File: config.mk
export PLATFORM = sky130hd
export DESIGN_NAME = icache_dcache_mem_arbiter
export DESIGN_NICKNAME = d
export VERILOG_FILES = /design/src/rtl/icache_dcache_mem_arbiter_pkg.sv /design/src/rtl/icache_dcache_mem_arbiter_rr_pick2.sv /design/src/rtl/icache_dcache_mem_arbiter.sv
export SDC_FILE = /design/constraint.sdc
export NUM_CORES = 1
export LEC_CHECK = 0
export ABC_CLOCK_PERIOD_IN_PS = 2000
export BUFFER_PORTS_ARGS = -buffer_cell sky130_fd_sc_hd__buf_2
export CORE_AREA = 2 2 177 179
export DETAILED_ROUTE_END_ITERATION = 10
export DIE_AREA = 0 0 179 181
export SYNTH_ARGS = -nofsm -noshare
export SYNTH_HDL_FRONTEND = slang
export SYNTH_SLANG_ARGS = --single-unit
File: constraint.sdc
create_clock -name clk -period 2 [get_ports clk]
set_clock_uncertainty 0.2 [all_clocks]
set_input_delay 0 -clock clk [delete_from_list [all_inputs] [get_ports clk]]
set_output_delay 0 -clock clk [all_outputs]
set_load 0.1 [all_outputs]
File: src/rtl/icache_dcache_mem_arbiter_pkg.sv
// rtl/icache_dcache_mem_arbiter_pkg.sv - shared widths and grant encodings for the cache/RAM arbiter
package icache_dcache_mem_arbiter_pkg;

    localparam int NPC_ADDR_BUS = 32;
    localparam int XLEN_BUS     = 64;

    localparam logic TRUE  = 1'b1;
    localparam logic FALSE = 1'b0;

    // Grant encodings, also consumed by the bridge and debug logic
    localparam logic [1:0] GNT_NONE = 2'b00;
    localparam logic [1:0] GNT_IC   = 2'b01;
    localparam logic [1:0] GNT_DC   = 2'b10;

    typedef enum logic {
        LAST_IC = 1'b0,
        LAST_DC = 1'b1
    } last_grant_e;

endpackage

File: src/rtl/icache_dcache_mem_arbiter_rr_pick2.sv
// rtl/icache_dcache_mem_arbiter_rr_pick2.sv - two-way round-robin pick, one-hot output
module arb_rr_pick2 (
    input  logic [1:0] req_i,
    input  logic       last_i,
    output logic [1:0] pick_o
);

    // req_i[0]/pick_o[0] is requester 0; last_i = 1 means requester 1 was served last
    always_comb begin
        pick_o = 2'b00;
        case (req_i)
            2'b01:   pick_o = 2'b01;
            2'b10:   pick_o = 2'b10;
            2'b11:   pick_o = last_i ? 2'b01 : 2'b10;
            default: pick_o = 2'b00;
        endcase
    end

endmodule

File: src/rtl/icache_dcache_mem_arbiter.sv
// rtl/icache_dcache_mem_arbiter.sv - shares one RAM port between icache refill and dcache
module icache_dcache_mem_arbiter
    import icache_dcache_mem_arbiter_pkg::*;
#(
    parameter int ADDR_W = NPC_ADDR_BUS,
    parameter int DATA_W = XLEN_BUS
) (
    input  logic              clk,
    input  logic              rst,
    input  logic [ADDR_W-1:0] ic_raddr_i,
    input  logic              ic_raddr_valid_i,
    input  logic [7:0]        ic_rmask_i,
    output logic              ic_rdata_ready_o,
    output logic [DATA_W-1:0] ic_rdata_o,
    input  logic [ADDR_W-1:0] dc_addr_i,
    input  logic              dc_valid_i,
    input  logic              dc_wen_i,
    input  logic [DATA_W-1:0] dc_wdata_i,
    input  logic [7:0]        dc_mask_i,
    output logic              dc_ready_o,
    output logic [DATA_W-1:0] dc_rdata_o,
    output logic [ADDR_W-1:0] mem_addr_o,
    output logic              mem_valid_o,
    output logic              mem_wen_o,
    output logic [DATA_W-1:0] mem_wdata_o,
    output logic [7:0]        mem_mask_o,
    input  logic              mem_ready_i,
    input  logic [DATA_W-1:0] mem_rdata_i,
    output logic [1:0]        grant_o
);

    localparam logic [1:0] S_IDLE    = 2'd0;
    localparam logic [1:0] S_GRANT_I = 2'd1;
    localparam logic [1:0] S_GRANT_D = 2'd2;
    localparam logic [1:0] S_TURN    = 2'd3;

    logic [1:0]  state_q, state_d;
    last_grant_e last_q, last_d;
    logic [1:0]  pick;
    logic        own_ic, own_dc;

    arb_rr_pick2 u_pick (
        .req_i  ({dc_valid_i, ic_raddr_valid_i}),
        .last_i (last_q == LAST_DC),
        .pick_o (pick)
    );

    always_comb begin
        state_d = state_q;
        last_d  = last_q;
        case (state_q)
            S_IDLE: begin
                if (pick[0])      state_d = S_GRANT_I;
                else if (pick[1]) state_d = S_GRANT_D;
            end
            S_GRANT_I: begin
                if (!ic_raddr_valid_i) begin
                    state_d = S_TURN;
                    last_d  = LAST_IC;
                end
            end
            S_GRANT_D: begin
                if (!dc_valid_i) begin
                    state_d = S_TURN;
                    last_d  = LAST_DC;
                end
            end
            default: state_d = S_IDLE;
        endcase
    end

    always_ff @(posedge clk) begin
        if (rst) begin
            state_q <= S_IDLE;
            last_q  <= LAST_IC;
        end else begin
            state_q <= state_d;
            last_q  <= last_d;
        end
    end

    // Outputs are gated by rst so a reset cycle never leaks a request to RAM
    assign own_ic = !rst && (state_q == S_GRANT_I);
    assign own_dc = !rst && (state_q == S_GRANT_D);

    always_comb begin
        mem_addr_o       = '0;
        mem_valid_o      = FALSE;
        mem_wen_o        = FALSE;
        mem_wdata_o      = '0;
        mem_mask_o       = '0;
        ic_rdata_ready_o = FALSE;
        ic_rdata_o       = '0;
        dc_ready_o       = FALSE;
        dc_rdata_o       = '0;
        grant_o          = GNT_NONE;
        if (own_ic) begin
            mem_addr_o       = ic_raddr_i;
            mem_valid_o      = ic_raddr_valid_i;
            mem_mask_o       = ic_rmask_i;
            ic_rdata_ready_o = mem_ready_i;
            ic_rdata_o       = mem_rdata_i;
            grant_o          = GNT_IC;
        end else if (own_dc) begin
            mem_addr_o  = dc_addr_i;
            mem_valid_o = dc_valid_i;
            mem_wen_o   = dc_wen_i;
            mem_wdata_o = dc_wdata_i;
            mem_mask_o  = dc_mask_i;
            dc_ready_o  = mem_ready_i;
            dc_rdata_o  = mem_rdata_i;
            grant_o     = GNT_DC;
        end
    end

endmodule

Yosys cells after proc, flatten, opt, wreduce, memory -nomap -nowiden --
Cells that the tools add are included.
Word-level totals: word-level logic and storage cells 45, register bits after elaboration 3
Operators by class: reductions and logical operators 7, mux-type cells 28, equality and inequality tests 8
Operators by type and width (count):
- 64-bit two-way mux | 5
- 32-bit two-way mux | 2
- 8-bit two-way mux | 2
- 2-bit two-way mux | 7
- 2-bit one-hot mux with 3 select lines | 2
- 1-bit two-way mux | 9
- 2-bit == test, second input constant | 3
- 3-bit AND reduction | 2
- 2-bit by 1-bit == test with 1-bit output, second input constant | 2
- 2-bit != test, second input constant | 2
- 3-bit != test, second input constant | 1
- 1-bit logical AND | 2
- 2-bit zero test | 1
- 1-bit one-hot mux with 2 select lines | 1
- 2-bit nonzero test | 1
- 1-bit zero test | 1

Depth between registers and ports, before layout --
Gate-level depths: netlist (run 1).
depth after elaboration 5, gate-level depth with buffers 7, mapped depth without buffers 6

Hierarchy --
A second synthesis (run 1) with hierarchy kept.
Unflattened totals: cells, all modules 297, area, all modules 2011.9 sq um
By module, submodules not included:
- icache_dcache_mem_arbiter | times used 1, sequential area each 60.1 sq um, area each 1993.2 sq um, cells each 294
- arb_rr_pick2 | times used 1, sequential area each 0.0 sq um, area each 18.8 sq um, cells each 3

Worst setup path after synthesis (run 1) --
No wires, ideal clock.
path type register -> output, start register state_q[1], end output port dc_rdata_o[54], data required time 1.800 ns, stages on the path, launching flop included 6, arrival time 2.405 ns, buffers on the path 1, path slack -0.605 ns, cells stage by stage dfxtp_1 inv_1 ha_1 nor3b_2 buf_2 and2_1
Between the ends: cells in the longest elaborated chain, start to end 4
Ends and longest elaborated chain:
- from (decl) | RTL line icache_dcache_mem_arbiter.sv:37 | logic [1:0] state_q, state_d;
- from (signal assigned) | RTL line icache_dcache_mem_arbiter.sv:77 | state_q <= state_d;
- 2-bit == test | RTL line icache_dcache_mem_arbiter.sv:84 | assign own_dc = !rst && (state_q == S_GRANT_D);
- 1-bit logical AND | RTL line icache_dcache_mem_arbiter.sv:84
- 64-bit two-way mux | RTL line icache_dcache_mem_arbiter.sv:104 | end else if (own_dc) begin
- 64-bit two-way mux (*) | RTL line icache_dcache_mem_arbiter.sv:97 | if (own_ic) begin
- to (decl) | RTL line icache_dcache_mem_arbiter.sv:21 | output logic [DATA_W-1:0] dc_rdata_o,
Mark *: on every way between the ends. The rest lies on a longest branch, timed or not.

Final worst setup path (run 1) --
start register state_q[1], end output port mem_wdata_o[27]
Between the ends: cells in the longest elaborated chain, start to end 4
Ends and longest elaborated chain:
- 2-bit == test | RTL line icache_dcache_mem_arbiter.sv:84
- 1-bit logical AND | RTL line icache_dcache_mem_arbiter.sv:84
- 64-bit two-way mux | RTL line icache_dcache_mem_arbiter.sv:104
- 64-bit two-way mux (*) | RTL line icache_dcache_mem_arbiter.sv:97
- to (decl) | RTL line icache_dcache_mem_arbiter.sv:25 | output logic [DATA_W-1:0] mem_wdata_o,
Marks and branches as above.

==> results of run 1 <==
==> worst max path at each step <==
stage | startpoint | end | slack (ns) | cells past startpoint
final | state_q[1] | mem_wdata_o[27] | -0.15 | 9
after CTS | state_q[1] | dc_rdata_o[34] | -0.16 | 9
after global routing | state_q[1] | mem_wdata_o[14] | -0.21 | 9
after global placement | state_q[1] | dc_rdata_o[12] | 0.01 | 7
after floorplan | state_q[1] | dc_rdata_o[54] | -0.17 | 5
after detailed placement | state_q[1] | mem_wdata_o[53] | -0.02 | 7
==> synth_stat cells <==
cell type	n	area share [%]
a21oi_1	3	0.76
buf_6	4	2.3
clkbuf_1	18	3.4
nand3b_1	1	0.38
ha_1	4	2.5
a221o_1	1	0.51
nor3b_2	1	0.63
nand2b_1	2	0.63
a31oi_1	1	0.32
and2_1	195	62
nor2_1	3	0.57
nand2_1	2	0.38
and2_4	1	0.44
nor2b_1	1	0.32
buf_4	2	0.76
nor3_1	1	0.25
a22o_1	41	18
o41ai_1	1	0.44
inv_1	2	0.38
or3_1	1	0.32
buf_2	3	0.76
clkbuf_2	4	1.0
dfxtp_1	3	3.0
==> final cells by class <==
| cell class | instances | area (sq um) | share of cell area (%) |
|---|---|---|---|
| Timing Repair Buffer | 517 | 6870 | 68.0 |
| Tap cell | 396 | 495 | 4.90 |
| Sequential cell | 3 | 67.6 | 0.668 |
| Inverter | 2 | 12.5 | 0.124 |
| Multi-Input combinational cell | 259 | 2580 | 25.5 |
| Clock buffer | 4 | 78.8 | 0.780 |
==> kinds of logic after synthesis <==
family | synth area share (%)
DFF | 3.04
AOI/OAI and AO/OA | 20.2
and+or+nand+nor | 65.6
buffers and inverters | 8.61
adders and majority gates | 2.53
==> report_power, final <==
group	internal, mW	switching [mW]
logic	4.74	7.13
clock network	0.263	0.0551
registers	0.0946	0.0366
total	5.10	7.22
==> per-layer routing <==
layer / vias up / global-route usage, %
met5: - / 0
met4: 8 / 1.89
met3: 14 / 2.90
met2: 259 / 22.2
met1: 1929 / 11.3
li1: 1948 / -
==> registers in the layout, indices dropped and copies added (netlist names) <==
name     cells
state_q      2
last_q       1
==> metrics by stage <==
stage	hold WS, ns	setup TNS, ns	total power [mW]
2_1_floorplan	-0.131	-0.494	6.83
3_3_place_gp	0.0921	0	10.8
3_5_place_dp	0.125	-0.0595	10.9
4_1_cts	0.0146	-17.49	12.0
5_1_grt	0.0329	-33.92	12.7
6_report	0.0310	-17.98	12.3
==> critical path, delay by kind of cell (launching register included) <==
| family | cells | cell delay (ns) |
|---|---|---|
| buf+inv | 6 | 0.79 |
| fa+ha+maj | 1 | 0.16 |
| simple gates | 2 | 0.37 |
| flops | 1 | 0.37 |
==> cell usage in the layout (no fill, tap or decap), drive strengths merged, types with 2 or more instances in the layout <==
| cell | instances |
|---|---|
| buf | 507 |
| and2 | 196 |
| a22o | 41 |
| clkbuf | 12 |
| ha | 4 |
| nor2 | 3 |
| a21oi | 3 |
| dfxtp | 3 |
| inv | 2 |
| nand2b | 2 |
| nand2 | 2 |
| dlygate4sd3 | 2 |
==> timing repair <==
item | in CTS | in global routing
cloned | 7 | 10
endpoints found under the hold margin | 3 | 0
buffers inserted | 16 | 5
hold buffers | 2 | 0
endpoints found under the setup margin | 229 | 237
resized for setup | 90 | 78
pin swaps | 61 | 18
==> summary.md, run 1 <==
| Metric | Value |
|---|---|
| Status | finished with violations |
| Failing checks | setup timing |
| Worst-path clk slew | 0.03 ns |
| Worst Setup End Kind | primary output |
| Crit Path Class | reg2out |
| Slowest-stage cell, CP | dfxtp_4 |
| H-tree levels | 1 |
| Met3 wire len | 1840 microns |
| Post-DP Area | 0.00907 sq mm |
| Hold Path Depth | 3 |
| Layout Nets | 1004 |
| Synthesized Nets | 513 |
| CP most frequent cell | buf_12 |
| Largest net degree at the start of global routing | 25 |
| Root buffer cell | clkbuf_16 |
| Io pins | 452 |
| Minimum clock period | 2.15 ns |
| Worst hold endpoint | state_q[1] |
| Hold crit path type | in2reg |
| Site Rows | 64 |
| Slew headroom | 78.0% |
| Routability cong. | 0.831 |
| Clk Latency, worst-skew pair | 0.22 ns |
| Worst reg2reg path startpoint | state_q[1] |
| Pre-antenna DRT Iters | 4 |
| Sink Count | 3 |
| Highest Clock Rate | 0.465 GHz |
| Slowest Stage Delay on Critical Path | 0.37 ns |
| Area Overhead vs Synth | 411% |
| Max Cap Violations | 0 |
| Final instance area | 0.0101 sq mm |
| Placed Cells | 1140 |
| Mapped Area | 0.00198 sq mm |
| Number of diodes | 0 |
| Die span in y | 181 microns |
| Fin cells | 1181 |
| Syn_area_per_cell | 6.70 sq um |
| First-pass GRT wire length | 27000 microns |
| Yosys warning total | 0 |
| Hold Fails Final Rpt | 0 |
| Initial detailed-routing violation count | 72 |
| Pleak | 4.65 nW |
| Sequential fraction of the synthesis area | 3.04% |
| Num CTS Buffers | 3 |
| FF-to-FF End | state_q[0] |
| Cell Chain, Critical Path | inv_4 -> ha_4 -> nor3b_4 -> buf_6 -> buf_12 -> buf_12 -> buf_6 -> and2_2 -> buf_12 |
| Drt drc | 0 |
| Routed vias/inst | 3.52 |
| Yosys reg bits | 3 |
| Synth Instances | 295 |
| Initial antenna violation count | 4 |
| Crit-path max FO | 8 |
| Slew Limit Fails | 0 |
| Fin crit share | 108% |
| Drt total wl | 20000 microns |
| Cell area power density | 1220 mW/mm^2 |
| Clock tree from TritonCTS | yes |
| Met2 wire length | 11300 microns |
| Final HPWL DP | 16100 microns |
| Critical path launch point type | flop |
| RSZ-0062 raised after global routing | yes |
| WL met1 | 6550 microns |
| Port buffer count | 451 |
| Final WS setup | -0.152 ns |
| Detail Route Antenna Nets | 0 |
| Die X | 179 microns |
| Max VDD drop | 0.000599 V |
| CP Data Required Time | 1.80 ns |
| CORE AREA | 0.0303 sq mm |
| R2R depth | 7 |
| Vias in the first global route | 4482 |
| Setup violation total in the final timing report | 209 |
| Longest Clk Path Bufs | 2 |
| DR vias | 4158 |
| Setup Slack @ Placement | -0.0194 ns |
| Top routing layer used | met5 |
| GRT Total Usage | 11.1% |
| Fin util | 33.3% |
| Least-Margin Pin Slew | 0.325 ns |
| R2R setup slack | 0 ns |
| Die area | 0.0324 sq mm |
| Initial Utilization | 6.51% |
| HP Start | rst |
| Grt ovf | 0 |
| Routed WL per cell | 16.9 microns |
| Share of post-route cells with drive strength above 1 | 97.3% |
| Count of cell types in the netlist | 23 |
| # fillers | 3003 |
| Critical Path AT | 1.95 ns |
(Power assumes the default switching activity.)
==> run 2, diff against run 1 <==
--- a/config.mk
+++ b/config.mk
@@ -10,6 +10,7 @@
 export CORE_AREA = 2 2 177 179
 export DETAILED_ROUTE_END_ITERATION = 10
 export DIE_AREA = 0 0 179 181
+export MAX_ROUTING_LAYER = met4
 export SYNTH_ARGS = -nofsm -noshare
 export SYNTH_HDL_FRONTEND = slang
 export SYNTH_SLANG_ARGS = --single-unit
==> summary.md, run 2 (synthesis gave the netlist of run 1 again) <==
| Metric | Value |
|---|---|
| Hold Fails Final Rpt | 0 |
| Commonest non-fill, non-tap cell in the layout | buf_12 |
| Clk Latency, worst-skew pair | 0.22 ns |
| Crit-path max FO | 8 |
| H-tree levels | 1 |
| Routed vias/inst | 3.51 |
| Highest Clock Rate | 0.465 GHz |
| GRT Total Usage | 11.4% |
| Max VDD drop | 0.000598 V |
| DR vias | 4161 |
| Sw frac | 58.6% |
| Grt ovf | 0 |
| RSZ-0062 raised after global routing | yes |
| Fin util | 33.3% |
| CP Data Required Time | 1.80 ns |
| Die area | 0.0324 sq mm |
| Worst-path clk slew | 0.03 ns |
| Max Cap Violations | 0 |
| Max FFs per register | 2 |
| Layout Nets | 1004 |
| Initial antenna violation count | 4 |
| Routed WL per cell | 16.9 microns |
| Largest regs | state_q: 2 flops, last_q: 1 flops |
| Cell Int Power | 5.10 mW |
| Detail Route Antenna Nets | 0 |
| Vias in the first global route | 4483 |
| Sink Count | 3 |
| Slew Limit Fails | 0 |
| Final WS setup | -0.150 ns |
| Clock tree from TritonCTS | yes |
| Final HPWL DP | 16100 microns |
| Root buffer cell | clkbuf_16 |
| Failing checks | setup timing |
| First-pass GRT wire length | 27000 microns |
| Power Total | 12.3 mW |
| Io pins | 452 |
| Drt drc | 0 |
| Critical Path AT | 1.95 ns |
| Share of post-route cells with drive strength above 1 | 97.3% |
| Minimum clock period | 2.15 ns |
| Slew headroom | 78.6% |
| Final instance area | 0.0101 sq mm |
| CORE AREA | 0.0303 sq mm |
| Area Overhead vs Synth | 412% |
| Switching power total | 7.23 mW |
| Setup Slack @ Placement | -0.0194 ns |
| Cell area power density | 1220 mW/mm^2 |
| Combinational share of power | 96.4% |
| Initial Utilization | 6.51% |
| Largest net degree at the start of global routing | 25 |
| Pre-antenna DRT Iters | 4 |
| Pleak | 4.65 nW |
| Sequential Power Share | 1.1% |
| Num CTS Buffers | 3 |
| Crit Path Class | reg2out |
| Longest Clk Path Bufs | 2 |
| Site Rows | 64 |
| Routability cong. | 0.844 |
| Fin crit share | 108% |
| Die X | 179 microns |
| Initial detailed-routing violation count | 78 |
| Least-Margin Pin Slew | 0.316 ns |
| Total negative setup slack | -16.86 ns |
| Most frequent cells in the layout | buf_12, buf_2, and2_4, and2_2, a22o_4 |
| Worst Setup End Kind | primary output |
| Die span in y | 181 microns |
| Post-DP Area | 0.00907 sq mm |
| Drt total wl | 20000 microns |
| Status | finished with violations |
| Clock share of power | 2.6% |
| Port buffer count | 451 |
| Hold crit path type | in2reg |
| Critical path launch point type | flop |
| Setup violation total in the final timing report | 205 |
| Biggest register | state_q |
run 2: what timing repair did:
action	CTS	global route
gates resized for setup	90	68
pin swaps	61	37
endpoints found under the setup margin	229	237
setup buffers	16	4
endpoints found under the hold margin	3	0
hold buffers	2	0
gates cloned	7	11
run 2: path summary, 6_finish.rpt:
kind | startpoint | end | slack (ns) | depth (start not counted)
worst max register to register | state_q[0] | state_q[0] | 0 | 7
worst max-delay path | state_q[1] | dc_rdata_o[1] | -0.15 | 9
worst min register to register | last_q | last_q | 0.30 | 2
worst min-delay path | rst | state_q[1] | 0.03 | 3
run 2: cell type report:
type | instances | area, sq um
fillers | 3006 | 20200
repair buffers | 517 | 6880
multi-input cells | 259 | 2570
well taps | 396 | 495
clock buffers | 4 | 78.8
flip-flops and latches | 3 | 67.6
inverters | 2 | 12.5
diodes | 4 | 10.0
run 2: routing by layer:
layer | vias up | wire, microns | track usage, %
met5 | - | 0 | -
met4 | 0 | 180 | 1.76
met3 | 12 | 1670 | 2.15
met2 | 269 | 11400 | 22.2
met1 | 1922 | 6780 | 11.8
li1 | 1958 | - | -
run 2: power by group through the flow:
stage                     combinational, mW  clock (mW)  sequential (mW)
after detailed placement               10.8           0            0.107
after CTS                              11.5       0.325            0.130
after global routing                   12.2       0.332            0.136
final                                  11.9       0.319            0.131
after global placement                 10.7           0            0.106
after floorplan                        6.73           0            0.100
run 2: worst max-delay path, stage by stage, from the launching register on:
cell,delay [ns]
dfxtp_4,0.37
inv_4,0.04
ha_4,0.16
nor3b_4,0.20
buf_6,0.13
buf_12,0.15
buf_12,0.17
clkbuf_16,0.16
and2_4,0.14
buf_12,0.16
run 2: per-stage QoR:
| step | cells | hold slack (ns) |
|---|---|---|
| 2_1_floorplan | 295 | -0.131 |
| 3_3_place_gp | 1140 | 0.0921 |
| 3_5_place_dp | 1140 | 0.125 |
| 4_1_cts | 1169 | 0.0146 |
| 5_1_grt | 1185 | 0.0329 |
| 6_report | 1185 | 0.0253 |
==> run 3, diff against run 2 <==
--- a/config.mk
+++ b/config.mk
@@ -7,10 +7,14 @@
 export LEC_CHECK = 0
 export ABC_CLOCK_PERIOD_IN_PS = 2000
 export BUFFER_PORTS_ARGS = -buffer_cell sky130_fd_sc_hd__buf_2
-export CORE_AREA = 2 2 177 179
+export CELL_PAD_IN_SITES_DETAIL_PLACEMENT = 1
+export CELL_PAD_IN_SITES_GLOBAL_PLACEMENT = 1
+export CORE_AREA = 2 2 176 178
 export DETAILED_ROUTE_END_ITERATION = 10
-export DIE_AREA = 0 0 179 181
+export DIE_AREA = 0 0 178 180
 export MAX_ROUTING_LAYER = met4
+export PLACE_DENSITY_LB_ADDON = 0.1
+export SLEW_MARGIN = 25
 export SYNTH_ARGS = -nofsm -noshare
 export SYNTH_HDL_FRONTEND = slang
 export SYNTH_SLANG_ARGS = --single-unit
==> summary.md, run 3 (synthesis gave the netlist of run 1 again) <==
| Metric | Value |
|---|---|
| Status | finished with violations |
| Failing checks | setup timing |
| Area Overhead vs Synth | 407% |
| CORE AREA | 0.0302 sq mm |
| Initial detailed-routing violation count | 45 |
| Largest net degree at the start of global routing | 29 |
| Critical Path Start | state_q[1] |
| DR vias | 4070 |
| Num CTS Buffers | 3 |
| Initial antenna violation count | 5 |
| Biggest register | state_q |
| Vias in the first global route | 4589 |
| Grt ovf | 0 |
| H-tree levels | 1 |
| Pre-antenna DRT Iters | 4 |
| Crit-path max FO | 7 |
| Longest Clk Path Bufs | 2 |
| GRT Total Usage | 12.3% |
| Die X | 178 microns |
| Top delay family on crit path | buffers and inverters |
| Fin util | 33.2% |
| CP Data Required Time | 1.80 ns |
| Final WS setup | -0.0625 ns |
| R2R depth | 8 |
| Highest Clock Rate | 0.485 GHz |
| Routed vias/inst | 3.47 |
| Commonest non-fill, non-tap cell in the layout | buf_12 |
| Site Rows | 64 |
| Fin crit share | 103% |
| Slowest Stage Delay on Critical Path | 0.38 ns |
| Reg area | 67.6 sq um |
| CP most frequent cell | buf_12 |
| Max Cap Violations | 0 |
| Least-Margin Pin Slew | 0.233 ns |
| Max FFs per register | 2 |
| Cell Chain, Critical Path | inv_4 -> ha_4 -> nor3b_4 -> buf_12 -> buf_12 -> buf_6 -> and2_4 -> buf_12 |
| Setup Slack @ Placement | 0.0818 ns |
| Detail Route Antenna Nets | 0 |
| Critical path launch point type | flop |
| Final HPWL DP | 17300 microns |
| Setup violation total in the final timing report | 116 |
| Most frequent cells in the layout | buf_12, buf_2, and2_4, a22o_4, and2_2 |
| # fillers | 3285 |
| Total negative setup slack | -3.81 ns |
| Worst reg2reg path startpoint | state_q[1] |
| Die span in y | 180 microns |
| WHS | 0.0621 ns |
| Critical path depth | 8 |
| Fin cells | 1173 |
| Sink Count | 3 |
| Worst Path Buf+Inv | 5 |
| Crit path to | dc_rdata_o[41] |
| First-pass GRT wire length | 28900 microns |
| Slew headroom | 84.3% |
| Initial Utilization | 6.55% |
| Crit Path Class | reg2out |
| Hold crit path type | in2reg |
| Layout Nets | 991 |
| Routed WL per cell | 17.8 microns |
| Drt drc | 0 |
| Io pins | 452 |
| Cell area power density | 1220 mW/mm^2 |
| Largest regs | state_q: 2 flops, last_q: 1 flops |
| Critical Path AT | 1.86 ns |
| RSZ-0062 raised after global routing | yes |
| Root buffer cell | clkbuf_16 |
| Clk Latency, worst-skew pair | 0.23 ns |
| Die area | 0.0320 sq mm |
| Share of post-route cells with drive strength above 1 | 97.2% |
| Slew Limit Fails | 0 |
| Slowest-stage cell, CP | dfxtp_4 |
| Port buffer count | 451 |
| R2R setup slack | 0 ns |
| Drt total wl | 20800 microns |
| Pleak | 4.60 nW |
| Max VDD drop | 0.000407 V |
| Hold Fails Final Rpt | 0 |
| Clock tree from TritonCTS | yes |
| Routability cong. | 0.720 |
| FF-to-FF End | state_q[0] |
| Minimum clock period | 2.06 ns |
| Placed Cells | 1131 |
| Footprint of the multi-input gates | 0.00260 sq mm |
| Worst Setup End Kind | primary output |
| Worst-path clk slew | 0.03 ns |
run 3: cell types whose count changed in the layout (fill, tap and decap cells not counted), sizes merged:
cell         previous run  this run
buf                   506       493
diode                   4         5
clkbuf                 13        11
bufbuf                  0         1
dlygate4sd3             2         3
run 3: layout make-up:
class | instances | share of cell area [%]
repair buffers | 504 | 67.4
multi-input cells | 259 | 26.0
well taps | 396 | 4.95
clock buffers | 4 | 0.787
flip-flops and latches | 3 | 0.674
diodes | 5 | 0.125
inverters | 2 | 0.0999
run 3: through the flow:
| step | instance area, sq um | total power [mW] |
|---|---|---|
| 2_1_floorplan | 2600 | 6.83 |
| 3_3_place_gp | 9050 | 11.0 |
| 3_5_place_dp | 9050 | 10.9 |
| 4_1_cts | 9720 | 12.1 |
| 5_1_grt | 10000 | 12.6 |
| 6_report | 10000 | 12.3 |
run 3: per-layer routing:
| layer | global-route usage, % | up-vias | wire, microns |
|---|---|---|---|
| li1 | - | 1926 | - |
| met1 | 11.7 | 1868 | 6630 |
| met2 | 23.9 | 270 | 11700 |
| met3 | 4.38 | 6 | 2380 |
| met4 | 1.48 | 0 | 120 |
| met5 | - | - | 0 |
run 3: where the power goes:
part           total [mW]  switching (mW)  internal [mW]
logic                11.8            7.10           4.70
registers           0.133          0.0381         0.0946
clock network       0.328          0.0637          0.264
total                12.3            7.21           5.06
run 3: worst reg2reg max path, cell delays in order (launching register included):
cell and delay (ns):
dfxtp_4 0.38, inv_4 0.05, ha_4 0.16, buf_4 0.13
buf_4 0.13, and2_4 0.15, a221o_1 0.27, or3_1 0.34
a21oi_1 0.12
run 3: timing repair:
item                       CTS  global route
gates resized for setup    108            57
pin swaps                   29            30
setup buffers               15             1
hold endpoints to repair     3             0
hold buffers                 3             0
setup endpoints to repair  222           230
cloned                       7             9
run 3: worst min-delay path by stage:
stage	from	slack, ns	cells past startpoint	endpoint
after detailed placement	rst	0.11	2	state_q[0]
after global placement	rst	0.13	2	state_q[0]
final	ic_raddr_valid_i	0.06	4	state_q[0]
after floorplan	rst	-0.13	1	state_q[0]
after CTS	ic_raddr_valid_i	0.06	4	state_q[0]
after global routing	ic_raddr_valid_i	0.12	4	state_q[0]
